`config.mk`:
```
export PLATFORM = sky130hd
export DESIGN_NAME = seg7_scan_driver_flat
export DESIGN_NICKNAME = d
export VERILOG_FILES = /design/src/rtl/seg7_pkg.sv /design/src/rtl/seg7_scan_driver_if.sv /design/src/rtl/seg7_hex_decode.sv /design/src/rtl/seg7_scan_driver.sv /design/src/flat_wrapper.sv
export SDC_FILE = /design/constraint.sdc
export NUM_CORES = 1
export LEC_CHECK = 0
export CAP_MARGIN = 0
export CORE_MARGIN = 8
export CORE_UTILIZATION = 45
export DETAILED_ROUTE_END_ITERATION = 8
export HOLD_SLACK_MARGIN = 0.05
export PLACE_DENSITY = 0.65
export SETUP_SLACK_MARGIN = 0.2
export SLEW_MARGIN = 20
export SYNTH_ARGS = -nofsm -noshare
export SYNTH_HDL_FRONTEND = slang
export SYNTH_SLANG_ARGS = --single-unit
```
`constraint.sdc`:
```
create_clock -name clk -period 4.05 [get_ports clk]
set_clock_uncertainty 0.15 [all_clocks]
set_input_delay 0.81 -clock clk [delete_from_list [all_inputs] [get_ports clk]]
set_output_delay 0.81 -clock clk [all_outputs]
set_load 0.05 [all_outputs]
```
`src/rtl/seg7_pkg.sv`:
```
// Shared constants for the seven-segment scan driver: digit count, active-low
// hex glyph table (seg[6:0] = g..a) and the all-off pin levels.
package seg7_pkg;

    localparam int NUM_DIGITS = 8;

    localparam int SEG_A = 0;
    localparam int SEG_B = 1;
    localparam int SEG_C = 2;
    localparam int SEG_D = 3;
    localparam int SEG_E = 4;
    localparam int SEG_F = 5;
    localparam int SEG_G = 6;

    localparam logic [6:0] ALL_OFF_SEG = 7'h7F;
    localparam logic [7:0] ALL_OFF_AN  = 8'hFF;

    // Index 0 is the rightmost entry; b and d are lowercase glyphs.
    localparam logic [15:0][6:0] HEX_GLYPHS = {
        7'h0E, 7'h06, 7'h21, 7'h46,   // F E d C
        7'h03, 7'h08, 7'h10, 7'h00,   // b A 9 8
        7'h78, 7'h02, 7'h12, 7'h19,   // 7 6 5 4
        7'h30, 7'h24, 7'h79, 7'h40    // 3 2 1 0
    };

endpackage

```
`src/rtl/seg7_scan_driver_if.sv`:
```
// Processor-side word and display controls in, display pins and update strobe out.
// master = upstream/processor side, slave = the scan driver.
interface seg7_scan_driver_if;
    logic [31:0] value;
    logic        blank_lz;
    logic [2:0]  bright;
    logic        freeze;
    logic [7:0]  an;
    logic [6:0]  seg;
    logic        upd;

    modport master (
        output value, blank_lz, bright, freeze,
        input  an, seg, upd
    );

    modport slave (
        input  value, blank_lz, bright, freeze,
        output an, seg, upd
    );
endinterface

```
`src/rtl/seg7_hex_decode.sv`:
```
// Combinational hex nibble to active-low seven-segment pattern.
// Zero latency, no flow control.
module seg7_hex_decode
    import seg7_pkg::*;
(
    input  logic [3:0] nib_i,
    output logic [6:0] seg_o
);

    assign seg_o = HEX_GLYPHS[nib_i];

endmodule

```
`src/rtl/seg7_scan_driver.sv`:
```
// Eight-digit multiplexed hex display driver with stability filter, PWM and
// leading-zero blanking; an/seg/upd registered one cycle after scan state, no backpressure.
module seg7_scan_driver
    import seg7_pkg::*;
#(
    parameter int DIGIT_CYCLES = 100000
) (
    input  logic               clk,
    input  logic               rst,
    seg7_scan_driver_if.slave  bus
);

    localparam int CNT_W = $clog2(DIGIT_CYCLES);
    localparam int THR_W = (CNT_W + 4 > 23) ? CNT_W + 4 : 23;
    localparam logic [CNT_W-1:0] CNT_LAST = CNT_W'(DIGIT_CYCLES - 1);
    localparam logic [THR_W-1:0] DC_EXT   = THR_W'(DIGIT_CYCLES);

    logic [31:0]      smp_q, smp_d;
    logic [31:0]      shown_q, shown_d;
    logic             upd_q, upd_d;
    logic [CNT_W-1:0] cnt_q, cnt_d;
    logic [2:0]       idx_q, idx_d;
    logic [7:0]       an_q, an_d;
    logic [6:0]       seg_q, seg_d;

    logic [THR_W-1:0]      thr;
    logic [3:0]            nib;
    logic [6:0]            glyph;
    logic [NUM_DIGITS-1:0] zero_from;
    logic                  blank;
    logic                  lit;

    // A word must match on two consecutive edges before it is shown.
    always_comb begin
        smp_d   = bus.value;
        shown_d = shown_q;
        upd_d   = 1'b0;
        if ((bus.value == smp_q) && !bus.freeze && (bus.value != shown_q)) begin
            shown_d = bus.value;
            upd_d   = 1'b1;
        end
    end

    always_comb begin
        cnt_d = cnt_q + CNT_W'(1);
        idx_d = idx_q;
        if (cnt_q == CNT_LAST) begin
            cnt_d = '0;
            idx_d = idx_q + 3'd1;
        end
    end

    assign thr = ((THR_W'(bus.bright) + THR_W'(1)) * DC_EXT) >> 3;
    assign nib = shown_q[4*idx_q +: 4];

    seg7_hex_decode u_dec (
        .nib_i (nib),
        .seg_o (glyph)
    );

    // zero_from[i] is set when nibbles i..7 are all zero.
    always_comb begin
        zero_from = '0;
        zero_from[NUM_DIGITS-1] = (shown_q[31:28] == 4'h0);
        for (int i = NUM_DIGITS - 2; i >= 0; i--) begin
            zero_from[i] = zero_from[i+1] && (shown_q[4*i +: 4] == 4'h0);
        end
    end

    assign blank = bus.blank_lz && (idx_q != 3'd0) && zero_from[idx_q];
    // cnt == 0 stays dark so the anode switch never overlaps the old glyph.
    assign lit   = (cnt_q != '0) && (THR_W'(cnt_q) < thr) && !blank;

    always_comb begin
        an_d  = ALL_OFF_AN;
        seg_d = ALL_OFF_SEG;
        if (lit) begin
            an_d  = ~(8'b1 << idx_q);
            seg_d = glyph;
        end
    end

    always_ff @(posedge clk or posedge rst) begin
        if (rst) begin
            smp_q   <= '0;
            shown_q <= '0;
            upd_q   <= 1'b0;
            cnt_q   <= '0;
            idx_q   <= '0;
            an_q    <= ALL_OFF_AN;
            seg_q   <= ALL_OFF_SEG;
        end else begin
            smp_q   <= smp_d;
            shown_q <= shown_d;
            upd_q   <= upd_d;
            cnt_q   <= cnt_d;
            idx_q   <= idx_d;
            an_q    <= an_d;
            seg_q   <= seg_d;
        end
    end

    assign bus.an  = an_q;
    assign bus.seg = seg_q;
    assign bus.upd = upd_q;

endmodule

```
`src/flat_wrapper.sv`:
```
// flat-port wrapper written by rule: the top's interface ports become plain ports
module seg7_scan_driver_flat import seg7_pkg::*;
#(
    parameter int DIGIT_CYCLES = 100000
)
  (clk, rst, bus_value, bus_blank_lz, bus_bright, bus_freeze, bus_an, bus_seg, bus_upd);
  seg7_scan_driver_if bus_i ();
  input  logic clk;
  input  logic rst;
  input wire logic [$bits(bus_i.value)-1:0] bus_value;
  input wire logic [$bits(bus_i.blank_lz)-1:0] bus_blank_lz;
  input wire logic [$bits(bus_i.bright)-1:0] bus_bright;
  input wire logic [$bits(bus_i.freeze)-1:0] bus_freeze;
  output wire logic [$bits(bus_i.an)-1:0] bus_an;
  output wire logic [$bits(bus_i.seg)-1:0] bus_seg;
  output wire logic [$bits(bus_i.upd)-1:0] bus_upd;
  assign bus_i.value = bus_value;
  assign bus_i.blank_lz = bus_blank_lz;
  assign bus_i.bright = bus_bright;
  assign bus_i.freeze = bus_freeze;
  assign bus_an = bus_i.an;
  assign bus_seg = bus_i.seg;
  assign bus_upd = bus_i.upd;
  seg7_scan_driver #(.DIGIT_CYCLES(DIGIT_CYCLES)) u_core (.clk(clk), .rst(rst), .bus(bus_i));
endmodule
```
# ---- Word-level counts from Yosys, hierarchy flattened
# Memory sizes are Yosys's and may differ from the RTL's.
# Cells that the tools add are included.
dict set report op_classes {
  add_sub_neg 3
  n_mul 1
  n_lt_le_gt_ge 3
  eq_ne 3
  shifts 2
  mux 7
  bitwise 1
  n_reduce_logical 25
}
# op count
set op_table {}
lappend op_table {{$eq A32 B32 Y1} 1}
lappend op_table {{$logic_not A4 Y1} 8}
lappend op_table {{$ne A32 B32 Y1} 1}
lappend op_table {{$shiftx A32 B6 Y4} 1}
lappend op_table {{$mul A23 B12 Y18 const B} 1}
lappend op_table {{$lt A17 B20 Y1} 1}
lappend op_table {{$add A17 B1 Y17 const B} 1}
lappend op_table {{$eq A17 B17 Y1 const B} 1}
lappend op_table {{$mux W17} 1}
lappend op_table {{$reduce_bool A17 Y1} 1}
lappend op_table {{$mux W7} 2}
lappend op_table {{$logic_and A1 B1 Y1} 13}
lappend op_table {{$mux W8} 1}
lappend op_table {{$not A8 Y8} 1}
lappend op_table {{$shl A1 B3 Y8 const A} 1}
lappend op_table {{$lt A4 B5 Y1 const B} 1}
lappend op_table {{$add A3 B1 Y4 const B} 1}
lappend op_table {{$lt A3 B4 Y1 const B} 1}
lappend op_table {{$add A3 B1 Y3 const B} 1}
lappend op_table {{$bmux W1 S3} 1}
lappend op_table {{$reduce_bool A3 Y1} 1}
lappend op_table {{$logic_not A1 Y1} 2}
lappend op_table {{$mux W1} 2}
dict set report totals {
  ff_bits 100
  romBits 112
  out_inout_bits 16
  n_memories 1
}
# memory depth width read_ports rd_clocked_by_memory_dff wr line_no
set mem_list {}
lappend mem_list {{(no name shown)} 16 7 1 0 0 seg7_hex_decode.sv:10} ;# assign seg_o = HEX_GLYPHS[nib_i];

# ---- Logic depth before layout (Yosys ltp)
# Gate-level depths: netlist of run 1.
dict set report logic_depth {
  ltp_word 14
  ltp_mapped 20
  mapped_depth_nobuf 19
}

# ---- Hierarchy
# Synthesis of run 1 repeated with hierarchy kept, for this count alone.
dict set report unflattened {
  hier_cells 536
  hier_area_um2 5904.4
}
# module n_inst cells_per_inst area_each_um2
set modules_own_cells {}
lappend modules_own_cells {seg7_scan_driver 1 505 5642.9}
lappend modules_own_cells {seg7_hex_decode 1 31 261.5}

# ---- Worst setup path after synthesis of run 1
# Ideal clock, no wire load.
dict set report synth_path {
  path_kind {input port to flip-flop}
  from {input bus_bright[0]}
  to {register u_core.seg_q[5] (netlist: u_core.bus.seg[5])}
  setup_time_ps 97
  t_arrival_ps 4406
  t_required_ps 3803
  setup_slack_ps -604
  path_stages 18
  cell_sequence {ha_1 > xor2_1 > ha_1 > ha_1 > ha_1 > and4b_1 > o21ai_0 > a21oi_1 > a21o_1 > nand2_1 > xor2_1 > ha_1 > o21ai_0 > nor2_1 > or4_1 > o22ai_2 > buf_4 > o2111ai_1}
}
dict set report synth_between {
  elab_chain_cells 6
}
# item line_no
set synth_lines {}
lappend synth_lines {{start: declaration} flat_wrapper.sv:12} ;# input wire logic [$bits(bus_i.bright)-1:0] bus_bright;
lappend synth_lines {{$add A3 B1 Y4} seg7_scan_driver.sv:53} ;# assign thr = ((THR_W'(bus.bright) + THR_W'(1)) * DC_EXT) >> 3;
lappend synth_lines {{$mul A23 B12 Y18} seg7_scan_driver.sv:53}
lappend synth_lines {{$lt A17 B20 Y1} seg7_scan_driver.sv:72} ;# assign lit = (cnt_q != '0) && (THR_W'(cnt_q) < thr) && !blank;
lappend synth_lines {{$logic_and A1 B1 Y1 (2 in a row)} seg7_scan_driver.sv:72}
lappend synth_lines {{$mux W7} seg7_scan_driver.sv:77} ;# if (lit) begin
lappend synth_lines {{net u_core.seg_d[5]} seg7_scan_driver.sv:24} ;# logic [6:0] seg_q, seg_d;
lappend synth_lines {{end signal: assignment} seg7_scan_driver.sv:99} ;# seg_q <= seg_d;
lappend synth_lines {{end: declaration} seg7_scan_driver.sv:24}
# The timed path passes the listed nets, and every way through them passes these cells.
# A chain may end at the register's enable or synchronous reset.

# ---- Worst setup path after layout of run 1
dict set report layout_path {
  from {input bus_bright[0]}
  to {register u_core.an_q[5] (netlist: u_core.bus.an[5])}
}
dict set report layout_between {
  elab_chain_cells 6
}
# item line_no
set layout_lines {}
lappend layout_lines {{$add A3 B1 Y4} seg7_scan_driver.sv:53}
lappend layout_lines {{$mul A23 B12 Y18} seg7_scan_driver.sv:53}
lappend layout_lines {{$lt A17 B20 Y1} seg7_scan_driver.sv:72}
lappend layout_lines {{$logic_and A1 B1 Y1 (2 in a row)} seg7_scan_driver.sv:72}
lappend layout_lines {{$mux W8} seg7_scan_driver.sv:77}
lappend layout_lines {{net u_core.an_d[5]} seg7_scan_driver.sv:23} ;# logic [7:0] an_q, an_d;
lappend layout_lines {{end signal: assignment} seg7_scan_driver.sv:98} ;# an_q <= an_d;
lappend layout_lines {{end: declaration} seg7_scan_driver.sv:23}
# The timed path passes the listed nets, and every way through them passes these cells.

==> results of run 1 <==
## how the worst max path moves through the flow
stage                                              to  slack [ns]  depth (start not counted)
after floorplan           u_core.bus.seg[5]$_DFF_PP1_       -0.48                         18
after global placement     u_core.bus.an[5]$_DFF_PP1_       -1.12                         19
after detailed placement   u_core.bus.an[5]$_DFF_PP1_       -1.23                         19
after CTS                  u_core.bus.an[5]$_DFF_PP1_       -0.33                         19
after global routing       u_core.bus.an[5]$_DFF_PP1_       -0.48                         21
final                      u_core.bus.an[5]$_DFF_PP1_       -0.32                         22
## through the flow
step / instances / setup TNS [ns] / cell area, um2
final: 768 / -4.28 / 7490
after global routing: 768 / -6.51 / 7490
after CTS: 766 / -4.25 / 7410
after detailed placement: 736 / -17.66 / 6850
after global placement: 736 / -16.31 / 6850
after floorplan: 483 / -6.29 / 5870
## area by class of cell
type                            instances  area (um2)
Fill cell                            1042        5080
Clock buffer                           14         284
Clock inverter                          2        16.3
Tap cell                              172         215
Timing Repair Buffer                  108         981
Multi-Input combinational cell        349        3370
Sequential cell                       100        2520
Inverter                               23        95.1
## routing by layer
metal	global-route usage, %	vias to the layer above	routed length [um]
met5	0	-	0
met4	6.57	0	276
met3	4.03	22	640
met2	27.1	92	6230
met1	21.7	2001	5880
li1	-	1952	-
## state kept, by name, indices dropped and copies added, names as in the netlist
name            cells
u_core.idx_q        3
u_core.cnt_q       17
u_core.bus.seg      7
u_core.bus.upd      1
u_core.bus.an       8
u_core.smp_q       32
u_core.shown_q     32
## worst max-delay path, cell delays in order
cell,delay [ns]
buf_8,0.09
clkinvlp_4,0.12
ha_4,0.33
ha_4,0.14
inv_2,0.04
fa_2,0.55
inv_2,0.06
buf_4,0.13
buf_4,0.12
buf_4,0.12
buf_4,0.13
buf_6,0.11
a31oi_4,0.17
xor2_1,0.09
ha_2,0.17
a21o_1,0.15
nand3_1,0.07
a21oi_1,0.07
or4_4,0.49
o22ai_4,0.25
buf_12,0.15
nand4b_1,0.11
## power by group through the flow
stage                     sequential (mW)  clock, mW  combinational (mW)
after floorplan                      1.04          0               0.189
after global placement               1.04          0               0.330
after detailed placement             1.04          0               0.338
after CTS                            1.02      0.877               0.394
after global routing                 1.02      0.918               0.464
final                                1.02      0.852               0.418
## kinds of logic after synthesis
logic type / after synthesis / synth area share [%]
mux: 51 / 13.2
fa+ha+maj: 47 / 10.3
xor+xnor: 88 / 13.3
simple gates: 117 / 11.4
compound gates: 46 / 5.37
flops: 100 / 43.7
buf+inv: 34 / 2.73
## cell usage after synthesis, types with 2 or more instances
master | instances | area, um2
o2111ai_1 | 2 | 17.5
a21oi_1 | 11 | 55.1
o21ai_0 | 8 | 40.0
a21o_1 | 6 | 45.0
mux2i_1 | 10 | 100
buf_2 | 3 | 15.0
nor4_1 | 14 | 87.6
dfrtp_1 | 85 | 2130
buf_6 | 3 | 33.8
inv_1 | 22 | 82.6
xor2_1 | 27 | 236
clkbuf_1 | 3 | 11.3
xnor2_1 | 61 | 534
mux2_2 | 3 | 33.8
nand4b_1 | 3 | 26.3
dfstp_2 | 15 | 394
nor3b_1 | 2 | 15.0
and3_1 | 9 | 56.3
o211ai_1 | 5 | 37.5
nor3_1 | 7 | 35.0
nand4_1 | 20 | 125
nor2b_1 | 2 | 12.5
a211oi_1 | 3 | 22.5
mux4_2 | 8 | 180
nand3_1 | 17 | 85.1
nand2_1 | 15 | 56.3
ha_1 | 46 | 576
or4_1 | 2 | 15.0
nor2_1 | 16 | 60.1
a2111oi_0 | 2 | 17.5
mux2_4 | 30 | 450
## repair_timing
item | CTS | global route
hold buffers | 0 | 0
cloned | 1 | 0
setup buffers | 13 | 2
setup endpoints to repair | 15 | 15
gates resized for setup | 38 | 15
hold endpoints to repair | 0 | 0
pin swaps | 17 | 23
==> run_results.csv, run 1 <==
group,metric,value,unit
cells_and_area,drive_gt1_share,28.7,%
cells_and_area,num-nets-final,677,
routing,drcViolationCount,0,
power,power_frac_comb,18.2,%
floorplanning,dieArea,0.0167,mm2
cts,clk_pin_slew,0.07,ns
critical_path,r2r_setup_slack,1.09,ns
global_routing,grt_overflow,0,
critical_path,crit_fanout,8,
critical_path,path_class,"in2reg",
power,power_density,306,mW/mm2
timing,max_freq,0.229,GHz
critical_path,crit_arrival,4.46,ns
cts,cts_tree,"done",
critical_path,startpoint_type,"input port",
timing,rsz0062_at_grt,"true",
cts,cts_root_buf,"clkbuf_16",
critical_path,reg2reg_from,"u_core.idx_q[2]$_DFFE_PP0N_",
synthesis,syn-instance-count,483,
power,p_leak,3.40,nW
global_routing,grt_pass1_vias,4321,
floorplanning,rows,41,
power,p_int,1.72,mW
floorplanning,io_pins,55,
synthesis,syn-cell-area,0.00578,mm2
critical_path,required,4.14,ns
run_status,failed_checks,"setup timing",
synthesis,yosysSeqAreaShare,43.7,%
routing,drt-wirelength-per-cell,17.0,um
power,power_frac_clock,37.1,%
placed_design,gp_congestion,0.872,
critical_path,worstSetupStartpoint,"bus_bright[0]",
cts,clockBufferDepth,2,
synthesis,synth_nets,569,
synthesis,syn_area_per_cell,12.0,um2
timing,setup_ws,-0.322,ns
timing,post-route-period-util,108,%
routing,routed_wl,13.0,mm
synthesis,yosysUniqueCellTypes,54,
synthesis,yosysWarnings,0,
timing,hold_ws,0.336,ns
floorplanning,chipWidth,129,um
placed_design,pre_cts_slack,-1.23,ns
floorplanning,core,0.0126,mm2
cells_and_area,final_common_cell,"dfrtp_1",
global_routing,grt_max_degree,87,
cts,clk_latency,0.35,ns
routing,via_per_inst,5.30,
critical_path,r2r_end,"u_core.bus.seg[0]$_DFF_PP1_",
worst_hold_path,hold_depth,1,
critical_path,worst-r2r-cell-count,8,
job,cap_violations,0,
placed_design,place_hpwl,9.70,mm
cts,cts.sinks,100,
worst_hold_path,hold_start,"u_core.cnt_q[0]$_DFF_PP0_",
synthesis,ys_ff_latch,100,
synthesis,synth-main-ff-cell,"dfrtp_1",
power,sw_frac_of_total,24.8,%
global_routing,grt_pass1_wl,22.3,mm
power,switching_power,569,uW
routing,first_iter_violations,165,
cts,numCtsBuffers,9,
cells_and_area,post-route-util,59.6,%
routing,ant_nets,0,
critical_path,crit_path_end_kind,"flop",
floorplanning,initial_core_util,46.0,%
power,power.share.sequential,44.6,%
cts,cts-htree-levels,3,
cells_and_area,area_delta_synth_final,29.6,%
worst_hold_path,hold_path_end,"u_core.cnt_q[0]$_DFF_PP0_",
synthesis,synth-edff-count,0,
global_routing,grt_antenna_before_repair,0,
timing,slew_violations,0,
power,max-vdd-ir-drop,286,uV
timing,tightest_slew,0.774,ns
routing,routed-via-count,4067,
timing,period_minus_slack,4.37,ns
placed_design,port_buffers,54,
cells_and_area,final_cell_mix,"dfrtp_1 (85), xnor2_1 (61), clkdlybuf4s50_1 (51), buf_4 (51), ha_1 (34)",
timing,final-hold-violation-count,0,
power,total_power,2.29,mW
worst_hold_path,hp-class,"reg2reg",
synthesis,async_flop_share,100,%
timing,setup_violations,15,
timing,relSlewSlack,48.4,%
routing,dr.pass1.iters,4,
floorplanning,die_h,129,um
global_routing,grt_usage,16.9,%
run_status,status,"finished, violations left",
cells_and_area,diodes,0,
(Power assumes the default switching activity.)
==> run 2: changes to the inputs <==
Settings changed: PLACE_DENSITY 0.65 to 0.76.
Clock period 4.05 ns to 4.7 ns, I/O delays scaled along.
==> run_results.csv, run 2 (same netlist as run 1, synthesis figures left out) <==
group,metric,value,unit
critical_path,r2r_end,"u_core.bus.seg[0]$_DFF_PP1_",
floorplanning,rows,41,
critical_path,crit_fanout,8,
run_status,status,"complete, no violations",
power,power.share.sequential,45.1,%
cts,clk_pin_slew,0.07,ns
critical_path,reg2reg_from,"u_core.idx_q[0]$_DFFE_PP0N_",
worst_hold_path,hold_path_end,"u_core.cnt_q[0]$_DFF_PP0_",
placed_design,gp_congestion,0.870,
timing,setup_violations,0,
critical_path,cpMaxStageDelayCell,"or4_4",
global_routing,grt_pass1_vias,4404,
critical_path,r2r_setup_slack,1.69,ns
placed_design,dpl.cell_count,730,
timing,period_minus_slack,4.65,ns
critical_path,max_stage_delay,0.53,ns
cells_and_area,post-route-util,59.0,%
timing,setup-tns-final,0,ns
timing,final-hold-violation-count,0,
floorplanning,io_pins,55,
power,max-vdd-ir-drop,269,uV
cts,clk_latency,0.35,ns
routing,drcViolationCount,0,
cells_and_area,final_common_cell,"dfrtp_1",
global_routing,grt_overflow,0,
critical_path,worst-r2r-cell-count,6,
placed_design,port_buffers,54,
power,power_frac_clock,36.6,%
power,power_frac_comb,18.4,%
power,power_density,264,mW/mm2
floorplanning,dieArea,0.0167,mm2
floorplanning,chipWidth,129,um
timing,max_freq,0.215,GHz
global_routing,grt_max_degree,87,
global_routing,grt_pass1_wl,22.0,mm
critical_path,timing.critical_path.buf_inv,4,
cells_and_area,final_cell_mix,"dfrtp_1 (85), xnor2_1 (61), clkdlybuf4s50_1 (51), buf_4 (45), ha_1 (37)",
global_routing,grt_antenna_before_repair,0,
worst_hold_path,hp-class,"reg2reg",
power,p_int,1.45,mW
timing,tightest_slew,1.02,ns
routing,ant_nets,0,
critical_path,crit_family,"adder cells",
cells_and_area,drive_gt1_share,27.5,%
routing,drt-wirelength-per-cell,17.5,um
routing,via_per_inst,5.42,
placed_design,pre_cts_slack,-0.814,ns
global_routing,grt_usage,16.6,%
routing,routed_wl,13.4,mm
cts,cts-htree-levels,3,
routing,routed-via-count,4150,
cells_and_area,num-nets-final,674,
timing,relSlewSlack,30.1,%
floorplanning,initial_core_util,46.0,%
timing,slew_violations,0,
critical_path,crit_path_end_kind,"flop",
worst_hold_path,hold_start,"u_core.cnt_q[0]$_DFF_PP0_",
timing,rsz0062_at_grt,"true",
critical_path,required,4.78,ns
critical_path,path_class,"in2reg",
cells_and_area,diodes,0,
timing,post-route-period-util,98.8,%
cells_and_area,area_delta_synth_final,28.4,%
cts,cts_hold_buf,0,
critical_path,cp_cell_sequence,"buf_8, clkinvlp_4, nor3_4, buf_4, ha_1, ha_1, ha_4, o211ai_1, o21ai_2, a21oi_2, xor2_1, ha_1, a211oi_2, nor2_1, or4_4, o22ai_4, buf_12, nand4b_1",
critical_path,crit_arrival,4.73,ns
power,total_power,1.96,mW
worst_hold_path,hold_depth,1,
cts,clockBufferDepth,2,
cells_and_area,instances_no_fill,765,
job,cap_violations,0,
cts,cts_tree,"done",
floorplanning,die_h,129,um
cts,cts.sinks,100,
routing,first_iter_violations,324,
routing,dr.pass1.iters,4,
cells_and_area,largestRegisters,"u_core.shown_q: 32 flops, u_core.smp_q: 32 flops, u_core.cnt_q: 17 flops",
floorplanning,core,0.0126,mm2
critical_path,worstSetupStartpoint,"bus_bright[0]",
cts,numCtsBuffers,9,
power,sw_frac_of_total,26.0,%
power,p_leak,3.39,nW
placed_design,place_hpwl,9.64,mm
critical_path,startpoint_type,"input port",
cts,cts_root_buf,"clkbuf_16",
critical_path,crit_top_cell,"ha_1",
timing,setup_ws,0.0546,ns
power,switching_power,508,uW
==> run 2: cell count changes in the layout (fill, tap and decap cells not counted), sizes merged <==
cell	delta
inv	+3
clkinv	+1
buf	-3
clkdlybuf4s15	+1
clkbuf	-5
==> run 2: power by group through the flow <==
| stage | clock, mW | sequential [mW] | combinational, mW |
|---|---|---|---|
| 3_3_place_gp | 0 | 0.897 | 0.279 |
| 2_1_floorplan | 0 | 0.898 | 0.163 |
| 3_5_place_dp | 0 | 0.897 | 0.288 |
| 5_1_grt | 0.763 | 0.882 | 0.393 |
| 4_1_cts | 0.733 | 0.881 | 0.335 |
| 6_report | 0.715 | 0.881 | 0.359 |
==> run 2: per-layer routing <==
metal | GRT usage [%] | up-vias | part of all wire, %
li1 | - | 1946 | -
met1 | 20.0 | 2063 | 44
met2 | 27.8 | 114 | 49
met3 | 4.85 | 27 | 5.1
met4 | 5.74 | 0 | 2.4
met5 | 0 | - | 0
==> run 2: worst max-delay path by stage <==
stage,end,slack (ns),cells past startpoint
after floorplan,u_core.bus.seg[5]$_DFF_PP1_,0.04,18
after global placement,u_core.bus.an[5]$_DFF_PP1_,-0.60,19
after detailed placement,u_core.bus.an[6]$_DFF_PP1_,-0.81,19
after CTS,u_core.bus.an[6]$_DFF_PP1_,0.16,20
after global routing,u_core.bus.an[4]$_DFF_PP1_,-0.10,18
final,u_core.bus.an[6]$_DFF_PP1_,0.05,18
==> run 2: what timing repair did <==
item | CTS | global route
gates cloned | 1 | 0
pin swaps | 21 | 14
setup endpoints to repair | 15 | 15
gates resized for setup | 31 | 12
setup buffers | 16 | 2
==> run 2: worst register-to-register path: stages (launching register included) <==
cell and delay [ns]:
dfrtp_1 0.70, mux4_2 0.59, mux2i_1 0.81, and2_1 0.30, nor2_1 0.06, o21ai_0 0.20
nand3_2 0.10
==> run 2: per-stage QoR <==
step           hold slack, ns  instance area (um2)
2_1_floorplan           0.297                 5870
3_3_place_gp            0.314                 6810
3_5_place_dp            0.328                 6810
4_1_cts                 0.338                 7350
5_1_grt                 0.354                 7410
6_report                0.336                 7410
==> run 2: area by class of cell <==
class / instances / area, um2
fillers: 989 / 5150
clock buffers: 10 / 239
well taps: 172 / 215
repair buffers: 105 / 978
inverters: 23 / 95.1
flip-flops and latches: 100 / 2520
clock inverters: 6 / 53.8
multi-input cells: 349 / 3310
==> run 3: changes to the inputs <==
Settings changed: CAP_MARGIN 0 to 20.
==> run_results.csv, run 3 (same netlist as run 1, synthesis figures left out) <==
group,metric,value,unit
cts,clk_latency,0.35,ns
global_routing,grt_pass1_wl,22.0,mm
cts,cts.sinks,100,
cells_and_area,area_delta_synth_final,28.5,%
critical_path,reg2reg_from,"u_core.smp_q[29]$_DFF_PP0_",
power,max-vdd-ir-drop,268,uV
timing,max_freq,0.215,GHz
routing,routed_wl,13.4,mm
power,power_frac_clock,36.5,%
critical_path,r2r_end,"u_core.shown_q[8]$_DFFE_PP0P_",
timing,period_minus_slack,4.65,ns
cells_and_area,post-route-util,59.0,%
power,switching_power,507,uW
cts,cts_tree,"done",
floorplanning,dieArea,0.0167,mm2
routing,via_per_inst,5.40,
critical_path,crit_arrival,4.73,ns
critical_path,crit_fanout,8,
timing,slew_violations,0,
cells_and_area,final_cell_mix,"dfrtp_1 (85), xnor2_1 (61), clkdlybuf4s50_1 (51), buf_4 (45), ha_1 (37)",
power,p_int,1.45,mW
critical_path,worst-r2r-cell-count,7,
timing,tightest_slew,0.801,ns
placed_design,place_hpwl,9.64,mm
timing,setup_violations,0,
timing,post-route-period-util,98.9,%
cts,numCtsBuffers,9,
routing,routed-via-count,4134,
cells_and_area,nFillCells,989,
power,power_density,263,mW/mm2
power,sw_frac_of_total,25.9,%
run_status,status,"complete, no violations",
timing,setup-tns-final,0,ns
floorplanning,die_h,129,um
routing,drcViolationCount,0,
routing,first_iter_violations,314,
cells_and_area,largestRegisters,"u_core.shown_q: 32 flops, u_core.smp_q: 32 flops, u_core.cnt_q: 17 flops",
routing,drt-wirelength-per-cell,17.5,um
cts,cts-htree-levels,3,
worst_hold_path,hold_depth,1,
cts,cts_hold_buf,0,
critical_path,startpoint_type,"input port",
floorplanning,chipWidth,129,um
cells_and_area,num-nets-final,675,
routing,ant_nets,0,
global_routing,grt_usage,16.6,%
cts,clockBufferDepth,2,
worst_hold_path,hold_start,"u_core.cnt_q[0]$_DFF_PP0_",
routing,dr.pass1.iters,4,
timing,final-hold-violation-count,0,
critical_path,r2r_setup_slack,1.75,ns
floorplanning,io_pins,55,
cts,cts_root_buf,"clkbuf_16",
job,cap_violations,0,
timing,rsz0062_at_grt,"true",
global_routing,top_usage_layer,"met2",
global_routing,grt_overflow,0,
power,p_leak,3.40,nW
power,power_frac_comb,18.4,%
placed_design,gp_congestion,0.870,
floorplanning,core,0.0126,mm2
cells_and_area,diodes,0,
worst_hold_path,hp-class,"reg2reg",
power,power.share.sequential,45.1,%
timing,relSlewSlack,45.1,%
placed_design,port_buffers,54,
global_routing,use_met1,20.0,%
global_routing,grt_max_degree,87,
worst_hold_path,hold_path_end,"u_core.cnt_q[0]$_DFF_PP0_",
critical_path,required,4.78,ns
critical_path,crit_path_end_kind,"flop",
global_routing,grt_pass1_vias,4404,
global_routing,met3_usage,4.85,%
cells_and_area,drive_gt1_share,27.6,%
floorplanning,initial_core_util,46.0,%
critical_path,path_class,"in2reg",
global_routing,grt_use_met2,27.8,%
global_routing,grt_antenna_before_repair,0,
cts,clk_pin_slew,0.07,ns
floorplanning,rows,41,
cells_and_area,final_common_cell,"dfrtp_1",
==> run 3: cell count changes in the layout (fill, tap and decap cells not counted) <==
cell,delta
clkbuf_4,+1
==> run 3: routing by layer <==
| metal | vias up | share of wire (%) |
|---|---|---|
| met5 | - | 0 |
| met4 | 0 | 2.5 |
| met3 | 24 | 5.2 |
| met2 | 116 | 49 |
| met1 | 2051 | 44 |
| li1 | 1943 | - |
==> run 3: cell type report <==
| cell class | instances | area, um2 | share of cell area, % |
|---|---|---|---|
| clock buffer | 10 | 239 | 3.22 |
| inverter | 23 | 95.1 | 1.28 |
| clock inverter | 6 | 53.8 | 0.725 |
| sequential | 100 | 2520 | 34.0 |
| tap | 172 | 215 | 2.90 |
| timing repair buffer | 106 | 986 | 13.3 |
| multi-input combinational | 349 | 3310 | 44.6 |
==> run 3: through the flow <==
stage                     cells  power (mW)  hold WS, ns  setup slack, ns  cell area [um2]
after global placement      730        1.18        0.314           -0.598             6810
after detailed placement    730        1.19        0.328           -0.814             6810
final                       766        1.95        0.339           0.0498             7420
after floorplan             483        1.06        0.297           0.0358             5870
after global routing        766        2.04        0.354           -0.100             7420
after CTS                   763        1.95        0.338            0.159             7350
==> run 3: critical path, stage by stage <==
cell	delay, ns
buf_8	0.09
clkinvlp_4	0.13
nor3_4	0.28
buf_4	0.16
ha_1	0.24
ha_1	0.36
ha_4	0.32
o211ai_1	0.15
o21ai_2	0.20
a21oi_2	0.08
xor2_1	0.18
ha_1	0.22
a211oi_2	0.24
nor2_1	0.08
or4_4	0.53
o22ai_4	0.27
buf_12	0.16
nand4b_1	0.11
==> run 3: worst max path at each step <==
stage                     slack (ns)  cells past startpoint     startpoint                           to
after detailed placement       -0.81                     19  bus_bright[0]   u_core.bus.an[6]$_DFF_PP1_
after floorplan                 0.04                     18  bus_bright[0]  u_core.bus.seg[5]$_DFF_PP1_
after global placement         -0.60                     19  bus_bright[0]   u_core.bus.an[5]$_DFF_PP1_
after global routing           -0.10                     18  bus_bright[0]   u_core.bus.an[4]$_DFF_PP1_
final                           0.05                     18  bus_bright[0]   u_core.bus.an[6]$_DFF_PP1_
after CTS                       0.16                     20  bus_bright[0]   u_core.bus.an[6]$_DFF_PP1_
==> run 3: power by group through the flow <==
stage,clock network [mW],logic [mW],registers [mW]
3_3_place_gp,0,0.279,0.897
4_1_cts,0.733,0.335,0.881
2_1_floorplan,0,0.163,0.898
5_1_grt,0.763,0.393,0.882
3_5_place_dp,0,0.288,0.897
6_report,0.714,0.359,0.881
==> run 3: repair_timing <==
action	4_1_cts	5_1_grt
endpoints found under the hold margin	0	0
endpoints found under the setup margin	15	15
setup buffers	16	2
gates resized for setup	31	12
pin swaps	21	14
cloned	1	0
